File: config.mk
export PLATFORM = sky130hd
export DESIGN_NAME = wifi_tx_byte_streamer_flat
export DESIGN_NICKNAME = d
export VERILOG_FILES = /design/src/rtl/wifi_phy_pkg.sv /design/src/rtl/wifi_tx_byte_streamer_if.sv /design/src/rtl/wifi_tx_prefetch.sv /design/src/rtl/wifi_tx_byte_streamer.sv /design/src/flat_wrapper.sv
export SDC_FILE = /design/constraint.sdc
export NUM_CORES = 1
export LEC_CHECK = 0
export BUFFER_PORTS_ARGS = -buffer_cell sky130_fd_sc_hd__buf_2
export CELL_PAD_IN_SITES_DETAIL_PLACEMENT = 0
export CELL_PAD_IN_SITES_GLOBAL_PLACEMENT = 1
export CORE_UTILIZATION = 31
export CTS_BUF_LIST = sky130_fd_sc_hd__clkbuf_4 sky130_fd_sc_hd__clkbuf_8 sky130_fd_sc_hd__clkbuf_16
export DETAILED_ROUTE_END_ITERATION = 8
export PLACE_DENSITY = 0.68
export RECOVER_POWER = 100
export SKIP_LAST_GASP = 1
export SYNTH_ARGS = -nofsm -noshare
export SYNTH_HDL_FRONTEND = slang
export SYNTH_SLANG_ARGS = --single-unit
File: constraint.sdc
create_clock -name clk -period 2.9 [get_ports clk]
set_clock_uncertainty 0.05 [all_clocks]
set_input_delay 0.29 -clock clk [delete_from_list [all_inputs] [get_ports clk]]
set_output_delay 0.29 -clock clk [all_outputs]
set_load 0.02 [all_outputs]
File: src/rtl/wifi_phy_pkg.sv
// Shared types and constants for the WIFI TX byte streamer.
package wifi_phy_pkg;

    typedef enum logic [1:0] {
        IDLE,
        FILL,
        STREAM,
        DONE
    } state_t;

    localparam int BYTES_PER_WORD = 4;
    localparam int BIDX_W         = $clog2(BYTES_PER_WORD);
    // Byte counter must also hold the value BYTES_PER_WORD itself.
    localparam int BCNT_W         = BIDX_W + 1;

    // Bytes carried by the final word of a frame: the low length bits,
    // or a full word when the length is a multiple of the word size.
    function automatic logic [BCNT_W-1:0] tail_bytes(input logic [BIDX_W-1:0] lo);
        return (lo == '0) ? BCNT_W'(BYTES_PER_WORD) : BCNT_W'(lo);
    endfunction

endpackage

File: src/rtl/wifi_tx_byte_streamer_if.sv
// Control, TX-buffer read port and PHY byte handshake of the streamer.
interface wifi_tx_byte_streamer_if #(
    parameter int DATA_WIDTH = 32,
    parameter int ADDR_FIFO  = 8,
    parameter int LEN_W      = ADDR_FIFO + 2
);
    logic                  start;
    logic                  abort;
    logic [ADDR_FIFO-1:0]  start_addr;
    logic [LEN_W-1:0]      frame_len;
    logic [ADDR_FIFO-1:0]  buf_addr;
    logic                  buf_rden;
    logic [DATA_WIDTH-1:0] buf_rdata;
    logic [7:0]            tx_byte;
    logic                  tx_valid;
    logic                  tx_ready;
    logic                  tx_last;
    logic                  busy;
    logic                  done;

    // The streamer itself.
    modport master (
        input  start, abort, start_addr, frame_len, buf_rdata, tx_ready,
        output buf_addr, buf_rden, tx_byte, tx_valid, tx_last, busy, done
    );

    // Whoever controls it, serves the buffer and consumes bytes.
    modport slave (
        output start, abort, start_addr, frame_len, buf_rdata, tx_ready,
        input  buf_addr, buf_rden, tx_byte, tx_valid, tx_last, busy, done
    );
endinterface

File: src/rtl/wifi_tx_prefetch.sv
// One-entry word holding register between the buffer read port and the
// byte shifter; lets the next word be fetched while the current one streams.
module wifi_tx_prefetch #(
    parameter int DATA_WIDTH = 32
) (
    input  logic                  clk,
    input  logic                  reset,
    input  logic                  flush,
    input  logic                  load,
    input  logic [DATA_WIDTH-1:0] load_word,
    input  logic                  pop,
    output logic                  vld,
    output logic [DATA_WIDTH-1:0] word
);

    // Entry fills from returning read data and empties when handed to the shifter.
    always_ff @(posedge clk or negedge reset) begin
        if (!reset) begin
            vld  <= 1'b0;
            word <= '0;
        end else if (flush) begin
            vld  <= 1'b0;
        end else if (load) begin
            vld  <= 1'b1;
            word <= load_word;
        end else if (pop) begin
            vld  <= 1'b0;
        end
    end

endmodule

File: src/rtl/wifi_tx_byte_streamer.sv
// Reads a frame from the TX buffer RAM and streams it little-endian, one
// byte per handshake, to the PHY. Holds FSM, word counters and address gen.
module wifi_tx_byte_streamer
    import wifi_phy_pkg::*;
#(
    parameter int DATA_WIDTH = 32,
    parameter int ADDR_FIFO  = 8,
    parameter int LEN_W      = ADDR_FIFO + 2
) (
    input  logic                    clk,
    input  logic                    reset,
    wifi_tx_byte_streamer_if.master bus
);

    // Word counts reach 2^(LEN_W-2), which needs LEN_W-1 bits.
    localparam int WCNT_W = LEN_W - 1;

    state_t                state, state_n;
    logic [DATA_WIDTH-1:0] cur_word, cur_word_n, src_word, pf_word;
    logic [BCNT_W-1:0]     cur_cnt, cur_cnt_n, tail;
    logic                  cur_last, cur_last_n;
    logic                  tx_valid, tx_last, busy, done;
    logic                  rden, rvld, pf_vld;
    logic [ADDR_FIFO-1:0]  addr;
    logic [WCNT_W-1:0]     rd_left, ld_left, words;
    logic                  hs, active, accept, cur_free;
    logic                  load_cur, pf_load, pf_pop, issue;

    assign words = {1'b0, bus.frame_len[LEN_W-1:2]} + WCNT_W'(|bus.frame_len[1:0]);

    assign bus.buf_addr = addr;
    assign bus.buf_rden = rden;
    assign bus.tx_byte  = cur_word[7:0];
    assign bus.tx_valid = tx_valid;
    assign bus.tx_last  = tx_last;
    assign bus.busy     = busy;
    assign bus.done     = done;

    wifi_tx_prefetch #(.DATA_WIDTH(DATA_WIDTH)) u_prefetch (
        .clk       (clk),
        .reset     (reset),
        .flush     (bus.abort),
        .load      (pf_load),
        .load_word (bus.buf_rdata),
        .pop       (pf_pop),
        .vld       (pf_vld),
        .word      (pf_word)
    );

    // Handshake, word movement and read-issue decisions for this cycle.
    always_comb begin
        hs       = tx_valid && bus.tx_ready;
        active   = (state == FILL) || (state == STREAM);
        accept   = (state == IDLE) && bus.start && !bus.abort && (bus.frame_len != '0);
        cur_free = (cur_cnt == '0) || (hs && (cur_cnt == BCNT_W'(1)));
        // Returning data bypasses an empty prefetch entry to keep first-byte latency short.
        load_cur = active && !bus.abort && cur_free && (pf_vld || rvld) && (ld_left != '0);
        src_word = pf_vld ? pf_word : bus.buf_rdata;
        pf_pop   = load_cur && pf_vld;
        pf_load  = active && !bus.abort && rvld && !(load_cur && !pf_vld);
        // A read is only issued with nothing in flight and a free prefetch slot,
        // so its data always has somewhere to land.
        issue    = active && !bus.abort && (rd_left != '0) && !rden && !rvld && !pf_vld;
    end

    // Next state; abort overrides everything.
    always_comb begin
        state_n = state;
        case (state)
            IDLE:    if (bus.start) state_n = (bus.frame_len == '0) ? DONE : FILL;
            FILL:    if (load_cur) state_n = STREAM;
            STREAM:  if (hs && tx_last) state_n = DONE;
            DONE:    state_n = IDLE;
            default: state_n = IDLE;
        endcase
        if (bus.abort) state_n = IDLE;
    end

    // Byte shifter: shift on handshake, reload when the current word is spent.
    always_comb begin
        cur_word_n = cur_word;
        cur_cnt_n  = cur_cnt;
        cur_last_n = cur_last;
        if (hs) begin
            cur_word_n = cur_word >> 8;
            cur_cnt_n  = cur_cnt - BCNT_W'(1);
        end
        if (load_cur) begin
            cur_word_n = src_word;
            cur_last_n = (ld_left == WCNT_W'(1));
            cur_cnt_n  = cur_last_n ? tail : BCNT_W'(BYTES_PER_WORD);
        end
        if (bus.abort) begin
            cur_cnt_n  = '0;
            cur_last_n = 1'b0;
        end
    end

    // FSM state register.
    always_ff @(posedge clk or negedge reset) begin
        if (!reset) state <= IDLE;
        else        state <= state_n;
    end

    // Registered outputs, shifter, counters and buffer read port.
    always_ff @(posedge clk or negedge reset) begin
        if (!reset) begin
            busy     <= 1'b0;
            done     <= 1'b0;
            cur_word <= '0;
            cur_cnt  <= '0;
            cur_last <= 1'b0;
            tx_valid <= 1'b0;
            tx_last  <= 1'b0;
            rden     <= 1'b0;
            rvld     <= 1'b0;
            addr     <= '0;
            rd_left  <= '0;
            ld_left  <= '0;
            tail     <= '0;
        end else begin
            busy     <= (state_n == FILL) || (state_n == STREAM);
            done     <= (state_n == DONE);
            cur_word <= cur_word_n;
            cur_cnt  <= cur_cnt_n;
            cur_last <= cur_last_n;
            tx_valid <= (cur_cnt_n != '0);
            tx_last  <= cur_last_n && (cur_cnt_n == BCNT_W'(1));
            rvld     <= rden && !bus.abort;
            if (accept) begin
                rden    <= 1'b1;
                addr    <= bus.start_addr;
                rd_left <= words - WCNT_W'(1);
                ld_left <= words;
                tail    <= tail_bytes(bus.frame_len[BIDX_W-1:0]);
            end else if (issue) begin
                rden    <= 1'b1;
                addr    <= addr + ADDR_FIFO'(1);
                rd_left <= rd_left - WCNT_W'(1);
            end else begin
                rden    <= 1'b0;
            end
            if (load_cur) ld_left <= ld_left - WCNT_W'(1);
            if (bus.abort) begin
                rden    <= 1'b0;
                rd_left <= '0;
                ld_left <= '0;
            end
        end
    end

endmodule

File: src/flat_wrapper.sv
// flat-port wrapper written by rule: the top's interface ports become plain ports
module wifi_tx_byte_streamer_flat import wifi_phy_pkg::*;
#(
    parameter int DATA_WIDTH = 32,
    parameter int ADDR_FIFO  = 8,
    parameter int LEN_W      = ADDR_FIFO + 2
)
  (clk, reset, bus_start, bus_abort, bus_start_addr, bus_frame_len, bus_buf_rdata, bus_tx_ready, bus_buf_addr, bus_buf_rden, bus_tx_byte, bus_tx_valid, bus_tx_last, bus_busy, bus_done);
  wifi_tx_byte_streamer_if #(.DATA_WIDTH(DATA_WIDTH), .ADDR_FIFO(ADDR_FIFO), .LEN_W(LEN_W)) bus_i ();
  input  logic clk;
  input  logic reset;
  input wire logic [$bits(bus_i.start)-1:0] bus_start;
  input wire logic [$bits(bus_i.abort)-1:0] bus_abort;
  input wire logic [$bits(bus_i.start_addr)-1:0] bus_start_addr;
  input wire logic [$bits(bus_i.frame_len)-1:0] bus_frame_len;
  input wire logic [$bits(bus_i.buf_rdata)-1:0] bus_buf_rdata;
  input wire logic [$bits(bus_i.tx_ready)-1:0] bus_tx_ready;
  output wire logic [$bits(bus_i.buf_addr)-1:0] bus_buf_addr;
  output wire logic [$bits(bus_i.buf_rden)-1:0] bus_buf_rden;
  output wire logic [$bits(bus_i.tx_byte)-1:0] bus_tx_byte;
  output wire logic [$bits(bus_i.tx_valid)-1:0] bus_tx_valid;
  output wire logic [$bits(bus_i.tx_last)-1:0] bus_tx_last;
  output wire logic [$bits(bus_i.busy)-1:0] bus_busy;
  output wire logic [$bits(bus_i.done)-1:0] bus_done;
  assign bus_i.start = bus_start;
  assign bus_i.abort = bus_abort;
  assign bus_i.start_addr = bus_start_addr;
  assign bus_i.frame_len = bus_frame_len;
  assign bus_i.buf_rdata = bus_buf_rdata;
  assign bus_i.tx_ready = bus_tx_ready;
  assign bus_buf_addr = bus_i.buf_addr;
  assign bus_buf_rden = bus_i.buf_rden;
  assign bus_tx_byte = bus_i.tx_byte;
  assign bus_tx_valid = bus_i.tx_valid;
  assign bus_tx_last = bus_i.tx_last;
  assign bus_busy = bus_i.busy;
  assign bus_done = bus_i.done;
  wifi_tx_byte_streamer #(.DATA_WIDTH(DATA_WIDTH), .ADDR_FIFO(ADDR_FIFO), .LEN_W(LEN_W)) u_core (.clk(clk), .reset(reset), .bus(bus_i));
endmodule
==> impl.org <==
** Run status
- Result of the run :: complete, no violations

** Die
- Once the floorplan was initialized, standard cells occupied 31.6% of the core.
- The floorplan has 50 rows.
- 76 I/O pins were placed.
- Die width :: 140 um
- Core Area :: 18600 um2
- The die covers 19600 um2.
- The die is 140 um tall.

** Clock tree
- Clock-pin slew was measured on the worst setup and hold paths at 70 ps.
- The cell sitting at the root of the clock tree is a sky130_fd_sc_hd__clkbuf_16.
- No sink is reached through more buffers than the 2 on the longest clock path.
- The H-tree generated during clock tree synthesis spans 3 levels.
- Clk Latency, worst-skew pair :: 360 ps
- In this run the post-CTS setup repair buffer count came out at 0.
- CTS sink count :: 106
- Cts bufs inserted :: 9
- TritonCTS built the clock tree.

** Placement
- Once detailed placement completed, the half-perimeter wirelength came to 9680 um.
- The congestion estimate from routability-driven global placement came to 0.783.
- DP Worst Slack :: 84.9 ps
- Port Buf Inserts :: 75
- Placed cell areas :: 6480 um2

** STA
- Setup repair after global routing left no endpoint under its margin.
- In the post-route analysis, the smallest setup slack over all paths is 249 ps.
- Post-layout min period :: 2650 ps
- The number of hold violations in the final report was 0.
- Setup violations remaining at the end of the flow were counted as 0.
- Relative slew margins :: 16.5%
- Sum Neg Setup Slack :: 0 ps
- In the finished design, the share of the clock period the worst path needs comes to 91.4%.
- For this run, the top clock speed supported by timing is 377 MHz.
- Least-Margin Pin Slew :: 1250 ps
- The number of slew-limit violations in the final report came to 0.
- Worst hold slack after final layout :: 92.2 ps

** Logic synthesis
- Number of library cell types mapped by synthesis :: 58
- Proportion of synthesized chip area in sequential cells :: 45.0%
- Post-synth EDFFs :: 0
- Post-synthesis net count :: 633
- The share of synthesized area in the top cell type comes to 45.0%.
- Yosys top cell by area :: sky130_fd_sc_hd__dfrtp_1
- In the synthesized netlist the dominant register cell turns out to be sky130_fd_sc_hd__dfrtp_1.
- Cells taking the most area after synthesis :: sky130_fd_sc_hd__dfrtp_1 (45%), sky130_fd_sc_hd__mux2_4 (7.4%), sky130_fd_sc_hd__mux2i_1 (5.8%)
- Post-Syn Instances :: 563
- In the post-synthesis netlist, the cell with the most instances is sky130_fd_sc_hd__dfrtp_1.
- Post-Synthesis Cell Area :: 5890 um2
- Synthesized flop and latch total :: 106
- For this run, the number of Yosys warnings is 0.
- Synth Area per Inst :: 10.5 um2
- Top cell types by occurrence after synthesis :: sky130_fd_sc_hd__dfrtp_1 (106), sky130_fd_sc_hd__a21oi_1 (39), sky130_fd_sc_hd__nand2_1 (38), sky130_fd_sc_hd__o21ai_0 (38), sky130_fd_sc_hd__mux2i_1 (34)
- Fraction of synthesis flops using an asynchronous set or reset pin :: 100%

** Route
- ANT nets after route :: 0
- Routed wire per std cell :: 15.7 um
- First-pass iteration count of the detailed router :: 4
- The first routing iteration left 253 violations.
- Post-route DRC violation count :: 0
- Total number of vias :: 4398
- After detailed routing, the total wire length is 13600 um.
- Via density :: 5.09

** Worst setup path
- Kind of start point of the critical path :: flop
- The worst register-to-register path has a setup slack of 250 ps.
- Worst Setup Path Type :: flop to flop
- The endpoint identified for the worst register-to-register timing path is u_core.bus.tx_last.
- For the worst setup path, the data required time is 3110 ps.
- Reg-to-reg startpoint :: u_core.ld_left[5]
- Arrival time worst endpoint :: 2860 ps
- The worst setup path is captured at a flop.
- Of all nets on the critical path, the largest fanout is 51.
- The number of cells on the worst reg-to-reg path is 7.

** GRT
- The number of global-route vias before repair came to 4335.
- The initial antenna violation count was 1.
- Maximum number of pins on one net before global-route repair :: 59
- Leftover overflow at the end of global routing :: 0
- The first global-routing pass estimated 22900 um of wire.
- Total Routing Usage GR :: 14.7%

** Power
- Largest voltage drop on the vdd net :: 0.000359 V
- Summed over all cells, the static leakage comes to 2.97 nW.
- Proportion of power drawn by flip-flops and latches :: 43.8%
- Switching power total :: 2.14 mW
- Of the total power, the share spent switching nets is 38.0%.
- The internal portion of the total power is 3.49 mW.
- Power comes to 5.63 mW.
- Combinational logic burns 34.4% of the power.
- Power density over the cells :: 851 nW/um2
- Per report_power, the clock group accounts for 21.7% of the total.

** Run
- The tool flagged a number of max-cap violations equal to 0.

** Finish
- After the last flow step, the layout net total stands at 695.
- The post-route netlist has 16.0% of its cells at a drive strength greater than 1.
- Layout Area Growth over Synthesis :: 12.2%
- The number of antenna diodes in the final layout is 0.
- Filler Cell Count :: 1940
- Once layout is done, the placed cells without fillers occupy 6610 um2.

** Min path
- Min-delay src :: bus_start_addr[6]
- Hold worst-path end :: u_core.bus.buf_addr[6]
- Hold Path Stages :: 3
- In this run the worst hold path is classified as primary input to flop.
==> registers in the layout, summed over array words and instances, names as in the netlist, 2 cells and up <==
| register | count |
|---|---|
| u_core.cur_word | 32 |
| u_core.u_prefetch.word | 32 |
| u_core.ld_left | 9 |
| u_core.rd_left | 9 |
| u_core.bus.buf_addr | 8 |
| u_core.cur_cnt | 3 |
| u_core.tail | 3 |
| u_core.state | 2 |
==> worst max-delay path: stages (launching register included) <==
cell	delay, ps
sky130_fd_sc_hd__dfrtp_1	440
sky130_fd_sc_hd__or4_4	590
sky130_fd_sc_hd__nor4_4	270
sky130_fd_sc_hd__a2111o_2	330
sky130_fd_sc_hd__buf_12	260
sky130_fd_sc_hd__a31oi_1	80
sky130_fd_sc_hd__a211o_1	320
sky130_fd_sc_hd__nor3_1	210
==> layer usage <==
metal | wire length [um] | vias to the layer above | GRT usage [%] | share of wire (%)
met3 | 482 | 14 | 3.30 | 3.6
met5 | 13 | - | 0 | 0.096
met1 | 6520 | 2144 | 20.4 | 48
li1 | - | 2172 | - | -
met2 | 6340 | 66 | 22.4 | 47
met4 | 216 | 2 | 4.97 | 1.6
==> layout by cell type, fill, tap and decap left out, types with 9 or more instances in the layout <==
cell and n:
sky130_fd_sc_hd__mux2i_1 34, sky130_fd_sc_hd__clkbuf_1 28, sky130_fd_sc_hd__nand2_1 37, sky130_fd_sc_hd__a211oi_1 30
sky130_fd_sc_hd__xor2_1 16, sky130_fd_sc_hd__nor2_1 28, sky130_fd_sc_hd__buf_2 53, sky130_fd_sc_hd__o21ai_0 38
sky130_fd_sc_hd__nor3_1 12, sky130_fd_sc_hd__clkbuf_16 9, sky130_fd_sc_hd__xnor2_1 9, sky130_fd_sc_hd__ha_1 15
sky130_fd_sc_hd__dfrtp_1 105, sky130_fd_sc_hd__nand3_1 12, sky130_fd_sc_hd__mux2_1 29, sky130_fd_sc_hd__a21oi_1 39
sky130_fd_sc_hd__inv_1 10, sky130_fd_sc_hd__nor2b_1 25
==> power by group through the flow <==
stage / sequential, mW / clock, mW / combinational, mW
after floorplan: 2.46 / 0 / 1.64
after global placement: 2.48 / 0 / 2.13
after detailed placement: 2.50 / 0 / 2.18
after CTS: 2.48 / 1.27 / 2.19
after global routing: 2.56 / 1.33 / 2.17
final: 2.47 / 1.22 / 1.94
==> worst max-delay path by stage <==
stage	start	endpoint	slack, ps	cells past startpoint
global placement	bus_frame_len[1]	u_core.rd_left[8]	200	13
detailed placement	bus_frame_len[1]	u_core.rd_left[8]	80	13
CTS	u_core.state[1]	u_core.u_prefetch.word[29]	170	8
global route	u_core.ld_left[5]	u_core.bus.tx_last	30	7
finish	u_core.ld_left[5]	u_core.bus.tx_last	250	7
floorplan	bus_frame_len[3]	u_core.rd_left[6]	60	13
==> area by class of cell <==
cell class	count	area [um2]	area share (%)
inverters	10	37.5	0.568
multi-input cells	403	2840	42.9
flip-flops and latches	106	2650	40.1
well taps	234	293	4.43
repair buffers	95	495	7.49
clock inverters	7	67.6	1.02
clock buffers	9	225	3.41
==> per-stage QoR <==
stage / util, % / cells
2_1_floorplan: - / 563
3_3_place_gp: 34.8 / 847
3_5_place_dp: 34.8 / 847
4_1_cts: 36.4 / 864
5_1_grt: 35.5 / 864
6_report: 35.5 / 864
==> cell families (layout without fill, tap and decap cells) <==
logic type	count (synthesis)	in the layout	share of synthesized area [%]
AO/OA/AOI/OAI	138	138	14.6
XOR/XNOR	25	25	3.72
adder cells (fa/ha/maj)	15	15	3.19
buffers and inverters	54	121	5.31
flip-flops	106	106	45.0
multiplexers	66	66	13.7
AND/OR/NAND/NOR	159	159	14.4
==> repair_timing <==
action / in CTS / in global routing
gates resized for setup: 0 / 4
hold buffers: 1 / 0
setup endpoints to repair: 0 / 3
hold endpoints to repair: 46 / 0
Note: power is estimated with default switching activity, not from simulation.
